### src/rtl/bus_cycle_controller.sv
// -----------------------------------------------------------------------------
// bus_cycle_controller
//
// Sequences the 8-phase instruction cycle (A1 A2 A3 M1 M2 X1 X2 X3) of the
// 4-bit system bus and arbitrates ownership of the shared data bus. Each phase
// selects at most one driver (cpu, one ROM chip or one RAM chip) and raises
// the CM command strobes. The ROM chip number is captured from the bus in A3,
// and the SRC address is captured in X2/X3, so later I/O reads reach the right
// chip. A halt input freezes the machine in X3.
//
// Ports
//   clock        in   1         system clock, one phase per cycle
//   reset        in   1         synchronous, active-high
//   halt         in   1         sampled in X3; 1 = stay in X3
//   data_bus     in   4         snooped bus value for the current phase
//   src_cycle    in   1         current instruction is SRC (valid M2..X3)
//   io_cycle     in   1         current instruction is I/O group 0xE_ (M2..X3)
//   io_rom       in   1         I/O targets a ROM port, else a RAM chip
//   io_read      in   1         I/O reads memory onto the bus in X2
//   dcl_bank     in   3         RAM bank selected by the last DCL
//   phase        out  3         0=A1 .. 7=X3
//   sync         out  1         high while phase is X3
//   cpu_drive    out  1         cpu owns the bus this phase
//   rom_drive    out  NUM_ROMS  one-hot ROM bus enable
//   ram_drive    out  NUM_RAMS  one-hot RAM bus enable
//   cm_rom       out  1         ROM command strobe
//   cm_ram       out  8         per-bank RAM command strobe
//   fetch_miss   out  1         high in M1 when the A3 chip number has no ROM
//   bus_conflict out  1         sticky: more than one driver in one phase
// -----------------------------------------------------------------------------
module bus_cycle_controller #(
  parameter int NUM_ROMS = 2,
  parameter int NUM_RAMS = 2
) (
  input  logic                clock,
  input  logic                reset,
  input  logic                halt,
  input  logic [3:0]          data_bus,
  input  logic                src_cycle,
  input  logic                io_cycle,
  input  logic                io_rom,
  input  logic                io_read,
  input  logic [2:0]          dcl_bank,
  output logic [2:0]          phase,
  output logic                sync,
  output logic                cpu_drive,
  output logic [NUM_ROMS-1:0] rom_drive,
  output logic [NUM_RAMS-1:0] ram_drive,
  output logic                cm_rom,
  output logic [7:0]          cm_ram,
  output logic                fetch_miss,
  output logic                bus_conflict
);

  typedef enum logic [2:0] {
    PH_A1 = 3'd0,
    PH_A2 = 3'd1,
    PH_A3 = 3'd2,
    PH_M1 = 3'd3,
    PH_M2 = 3'd4,
    PH_X1 = 3'd5,
    PH_X2 = 3'd6,
    PH_X3 = 3'd7
  } phase_e;

  localparam logic [NUM_ROMS-1:0] ROM_ONE = NUM_ROMS'(1);
  localparam logic [NUM_RAMS-1:0] RAM_ONE = NUM_RAMS'(1);

  // State
  phase_e     phase_q,        phase_d;
  logic [3:0] rom_sel_q,      rom_sel_d;
  logic [3:0] src_hi_q,       src_hi_d;
  logic [3:0] src_lo_q,       src_lo_d;
  logic       bus_conflict_q, bus_conflict_d;

  // Decoded (ungated) phase outputs
  logic                cpu_c;
  logic [NUM_ROMS-1:0] rom_c;
  logic [NUM_RAMS-1:0] ram_c;
  logic                cm_rom_c;
  logic [7:0]          cm_ram_c;
  logic                fetch_miss_c;

  // Candidate targets
  logic [4:0]          ram_idx;
  logic [NUM_ROMS-1:0] rom_fetch;
  logic [NUM_ROMS-1:0] rom_io;
  logic [NUM_RAMS-1:0] ram_io;
  logic                rom_sel_ok;
  logic [7:0]          bank_strobe;

  // ---------------------------------------------------------------------------
  // Phase decode: outputs follow the phase register in the same cycle.
  // ---------------------------------------------------------------------------
  always_comb begin
    // NOTE: every signal written here gets a default first so no path leaves
    // it unassigned; otherwise synthesis infers a latch.
    cpu_c        = 1'b0;
    rom_c        = '0;
    ram_c        = '0;
    cm_rom_c     = 1'b0;
    cm_ram_c     = '0;
    fetch_miss_c = 1'b0;

    // RAM chip index is the bank extended by the top two SRC address bits.
    ram_idx     = {dcl_bank, src_hi_q[3:2]};
    rom_sel_ok  = int'(rom_sel_q) < NUM_ROMS;
    rom_fetch   = rom_sel_ok ? (ROM_ONE << rom_sel_q) : '0;
    rom_io      = (int'(src_hi_q) < NUM_ROMS) ? (ROM_ONE << src_hi_q) : '0;
    ram_io      = (int'(ram_idx) < NUM_RAMS) ? (RAM_ONE << ram_idx) : '0;
    bank_strobe = 8'b1 << dcl_bank;

    case (phase_q)
      PH_A1, PH_A2: cpu_c = 1'b1;
      PH_A3: begin
        cpu_c    = 1'b1;
        cm_rom_c = 1'b1;
        cm_ram_c = bank_strobe;
      end
      PH_M1: begin
        rom_c        = rom_fetch;
        fetch_miss_c = !rom_sel_ok;
      end
      PH_M2: begin
        rom_c = rom_fetch;
        if (io_cycle) begin
          cm_rom_c = 1'b1;
          cm_ram_c = bank_strobe;
        end
      end
      PH_X2: begin
        // SRC takes priority over I/O when both decode bits are set.
        if (src_cycle) begin
          cpu_c    = 1'b1;
          cm_rom_c = 1'b1;
          cm_ram_c = bank_strobe;
        end else if (io_cycle && io_read) begin
          if (io_rom) rom_c = rom_io;
          else        ram_c = ram_io;
        end else if (io_cycle) begin
          cpu_c = 1'b1;
        end
      end
      PH_X3: cpu_c = src_cycle && !halt;
      default: ;
    endcase
  end

  // ---------------------------------------------------------------------------
  // Next-state logic
  // ---------------------------------------------------------------------------
  always_comb begin
    phase_d        = phase_e'(phase_q + 3'd1);
    rom_sel_d      = rom_sel_q;
    src_hi_d       = src_hi_q;
    src_lo_d       = src_lo_q;
    bus_conflict_d = bus_conflict_q || ($countones({cpu_c, rom_c, ram_c}) > 1);

    if (phase_q == PH_X3) phase_d = halt ? PH_X3 : PH_A1;
    if (phase_q == PH_A3) rom_sel_d = data_bus;
    if (phase_q == PH_X2 && src_cycle) src_hi_d = data_bus;
    // Low nibble is captured only when X3 actually ends.
    if (phase_q == PH_X3 && src_cycle && !halt) src_lo_d = data_bus;
  end

  always_ff @(posedge clock) begin
    // NOTE: state is updated with non-blocking assignments so every flop
    // samples the pre-edge values, independent of statement order.
    if (reset) begin
      phase_q        <= PH_A1;
      rom_sel_q      <= '0;
      src_hi_q       <= '0;
      src_lo_q       <= '0;
      bus_conflict_q <= 1'b0;
    end else begin
      phase_q        <= phase_d;
      rom_sel_q      <= rom_sel_d;
      src_hi_q       <= src_hi_d;
      src_lo_q       <= src_lo_d;
      bus_conflict_q <= bus_conflict_d;
    end
  end

  // ---------------------------------------------------------------------------
  // Output stage: everything reads zero while reset is asserted.
  // ---------------------------------------------------------------------------
  always_comb begin
    phase        = reset ? 3'd0 : phase_q;
    sync         = !reset && (phase_q == PH_X3);
    cpu_drive    = !reset && cpu_c;
    rom_drive    = reset ? '0 : rom_c;
    ram_drive    = reset ? '0 : ram_c;
    cm_rom       = !reset && cm_rom_c;
    cm_ram       = reset ? '0 : cm_ram_c;
    fetch_miss   = !reset && fetch_miss_c;
    bus_conflict = !reset && bus_conflict_q;
  end

endmodule
### config.mk
export PLATFORM = sky130hd
export DESIGN_NAME = bus_cycle_controller
export DESIGN_NICKNAME = d
export VERILOG_FILES = /design/src/rtl/bus_cycle_controller.sv
export SDC_FILE = /design/constraint.sdc
export NUM_CORES = 1
export LEC_CHECK = 0
export CAP_MARGIN = 20
export CORE_UTILIZATION = 40
export DETAILED_ROUTE_END_ITERATION = 16
export PLACE_DENSITY = 0.73
export SLEW_MARGIN = 25
export SYNTH_ARGS = -nofsm -noshare
export SYNTH_HDL_FRONTEND = slang
export SYNTH_SLANG_ARGS = --single-unit
### constraint.sdc
create_clock -name clock -period 7.2 [get_ports clock]
set_input_delay 1.44 -clock clock [delete_from_list [all_inputs] [get_ports clock]]
set_output_delay 1.44 -clock clock [all_outputs]
set_load 0.05 [all_outputs]
==> metrics.csv <==
stage,metric,value,unit
status,status,finished clean,
detailed_routing,DRC,0,
logic_synthesis,syn nets,129,
power,VDD IR-drop max,0.112,mV
logic_synthesis,Post-Synthesis Cell Area,926,um^2
global_route,gr ovfl total,0,
timing,Tightest Pin Transition,0.575,ns
global_route,vias in the first global route,812,
timing,"Slew Viols, Final",0,
timing,Setup WS post-layout,2.24,ns
timing,minimum clock period,4.96,ns
timing,Max Fclk,202,MHz
layout,synthesis-to-layout area growth,38.4,%
detailed_routing,1st-pass router iterations,4,
floorplanning,Starting Density,42.3,%
critical_path,"Arr. time, crit path",3.52,ns
floorplanning,std cell rows,17,
global_route,largest net degree at the start of global routing,33,
floorplanning,Die Ht,50.1,um
placed_design,# port buffers,33,
job,max-cap violations,0,
power,pwr/cell area,147,nW/um^2
timing,Setup Viol. Count Final,0,
layout,multi-input logic area,618,um^2
timing,Final Hold Viols,0,
clock_tree,clock transition at the registers of the reported paths,0.08,ns
layout,fill cell count,207,
clock_tree,post-CTS setup buffer count,0,
layout,diode count,0,
floorplanning,I/O pins,34,
floorplanning,width of the die,50.1,um
clock_tree,CTS Hold Bufs,0,
critical_path,WP data required,5.76,ns
clock_tree,clk root buf,clkbuf_4,
floorplanning,core box area,2190,um^2
logic_synthesis,post-synthesis sequential area ratio,25.9,%
timing,Final period util,68.9,%
timing,RSZ-0062 raised after global routing,no,
hold_path,worst hold path class,reg2reg,
layout,# nets final,161,
detailed_routing,WL per Instance,12.8,um
placed_design,hpwl dp,1640,um
layout,"commonest non-fill, non-tap cell in the layout",clkdlybuf4s50_1,
power,Lkg Pwr,0.526,nW
timing,skew final,0.00131,ns
floorplanning,Die Footprint,2510,um^2
detailed_routing,WL final,2130,um
logic_synthesis,Synth Flop Type,dfxtp_1,
clock_tree,CTS resizes,0,
detailed_routing,DRT iter0 DRCs,11,
clock_tree,clk_lat worst skew,0.28,ns
logic_synthesis,synth warn,0,
global_route,GRT Total Usage,18.7,%
logic_synthesis,Post-synth EDFFs,0,
clock_tree,clock buffer depth,2,
critical_path,Worst Path Max Fanout,9,
layout,most frequent cells in the layout,"32 x clkdlybuf4s50_1, 16 x nor2_1, 12 x dfxtp_1",
layout,layout cells sized above 1,8.70,%
clock_tree,CTS tree,built,
timing,setup tns final,0,ns
layout,Sequential Area,240,um^2
global_route,initial antenna violation count,0,
logic_synthesis,post-synth cell types,37,
detailed_routing,Routed Antenna Nets,0,
logic_synthesis,number of synthesized register bits,12,
clock_tree,CTS Buf Count,3,
timing,worst rel slew slack,61.4,%
global_route,first-pass GRT wire length,3620,um
placed_design,DP Worst Slack,1.80,ns
clock_tree,CTS H-tree depth,1,
placed_design,gpl congestion,0.760,
clock_tree,Clock Sinks,12,
detailed_routing,routed via count,875,
critical_path,WS Path Type,in2out,
critical_path,Setup crit end kind,output pin,
logic_synthesis,asr flop ratio synth,0,%
detailed_routing,vias per cell,5.27,
logic_synthesis,syn avg cell area,8.65,um^2
critical_path,crit start category,input pin,
logic_synthesis,Post-Syn Instances,107,
[per-stage QoR]
step                util, %  cell area (um^2)  instances  hold WS, ns  power (mW)
finish                 58.5              1280        166        0.503       0.189
CTS                    58.7              1290        166        0.509       0.190
floorplan                 -               926        107        0.456       0.115
global placement       57.1              1250        162        0.475       0.133
detailed placement     57.1              1250        162        0.489       0.135
global route           58.5              1280        166        0.534       0.198
[power breakdown]
group	internal, mW	total [mW]	switching (mW)	leakage [nW]
Sequential	0.0698	0.0729	0.00315	0.0977
Combinational	0.0248	0.0600	0.0352	0.407
Clock	0.0308	0.0560	0.0252	0.0210
Total	0.125	0.189	0.0636	0.526
[cell type report]
cell class                 count  area share (%)
sequential                    12            18.7
tap                           28            2.73
clock buffer                   4            2.83
timing repair buffer          33            25.4
multi-input combinational     82            48.2
inverter                       7            2.05
[worst max-delay path, stage by stage]
cell	delay, ns
clkdlybuf4s50_1	0.57
nor4_4	0.34
nand4b_2	0.16
nor3_1	0.17
clkdlybuf4s50_1	0.83
[synthesized netlist by cell type, types with 2 or more instances]
library cell  count  area, um^2
buf_2             2        10.0
nor3_1            3        15.0
or2_2             2        12.5
mux2i_1           9        90.1
nand2b_1          5        31.3
buf_6             2        22.5
nand2_1           3        11.3
dfxtp_1          12         240
o21ai_0           2        10.0
inv_1             7        26.3
nor2_1           16        60.1
and3b_1           2        17.5
ha_1              7        87.6
nand3_1           3        15.0
nor4b_1           4        35.0
nor4_1            4        25.0
a21oi_1           4        20.0
[per-layer routing]
| layer | up-vias | global-route usage [%] | part of all wire [%] | routed length (um) |
|---|---|---|---|---|
| li1 | 442 | - | - | - |
| met1 | 393 | 24.4 | 48 | 1020 |
| met2 | 34 | 30.2 | 45 | 961 |
| met3 | 6 | 3.09 | 5.2 | 111 |
| met4 | 0 | 7.14 | 2.0 | 42 |
| met5 | - | 0 | 0 | 0 |
[registers in the layout (all words and copies together), names as in the netlist]
name            count
phase_q             3
rom_sel_q           4
src_hi_q            4
bus_conflict_q      1
[final timing paths]
path / from / slack, ns / cells after the start / end
setup reg to reg: phase_q[0] / 4.28 / 11 / bus_conflict_q
hold / removal: rom_sel_q[3] / 0.50 / 2 / rom_sel_q[3]
hold reg to reg: rom_sel_q[3] / 0.50 / 2 / rom_sel_q[3]
setup / recovery: dcl_bank[2] / 2.24 / 5 / ram_drive[0]
[kinds of logic (layout without fill, tap and decap cells)]
family	after synthesis	in the layout	share of synthesized area [%]
compound gates	13	13	10.0
fa+ha+maj	8	8	11.6
buf+inv	13	44	7.30
flops	12	12	25.9
mux	9	9	9.73
simple gates	52	52	35.4
No activity file was read; power rests on OpenSTA's default activity.
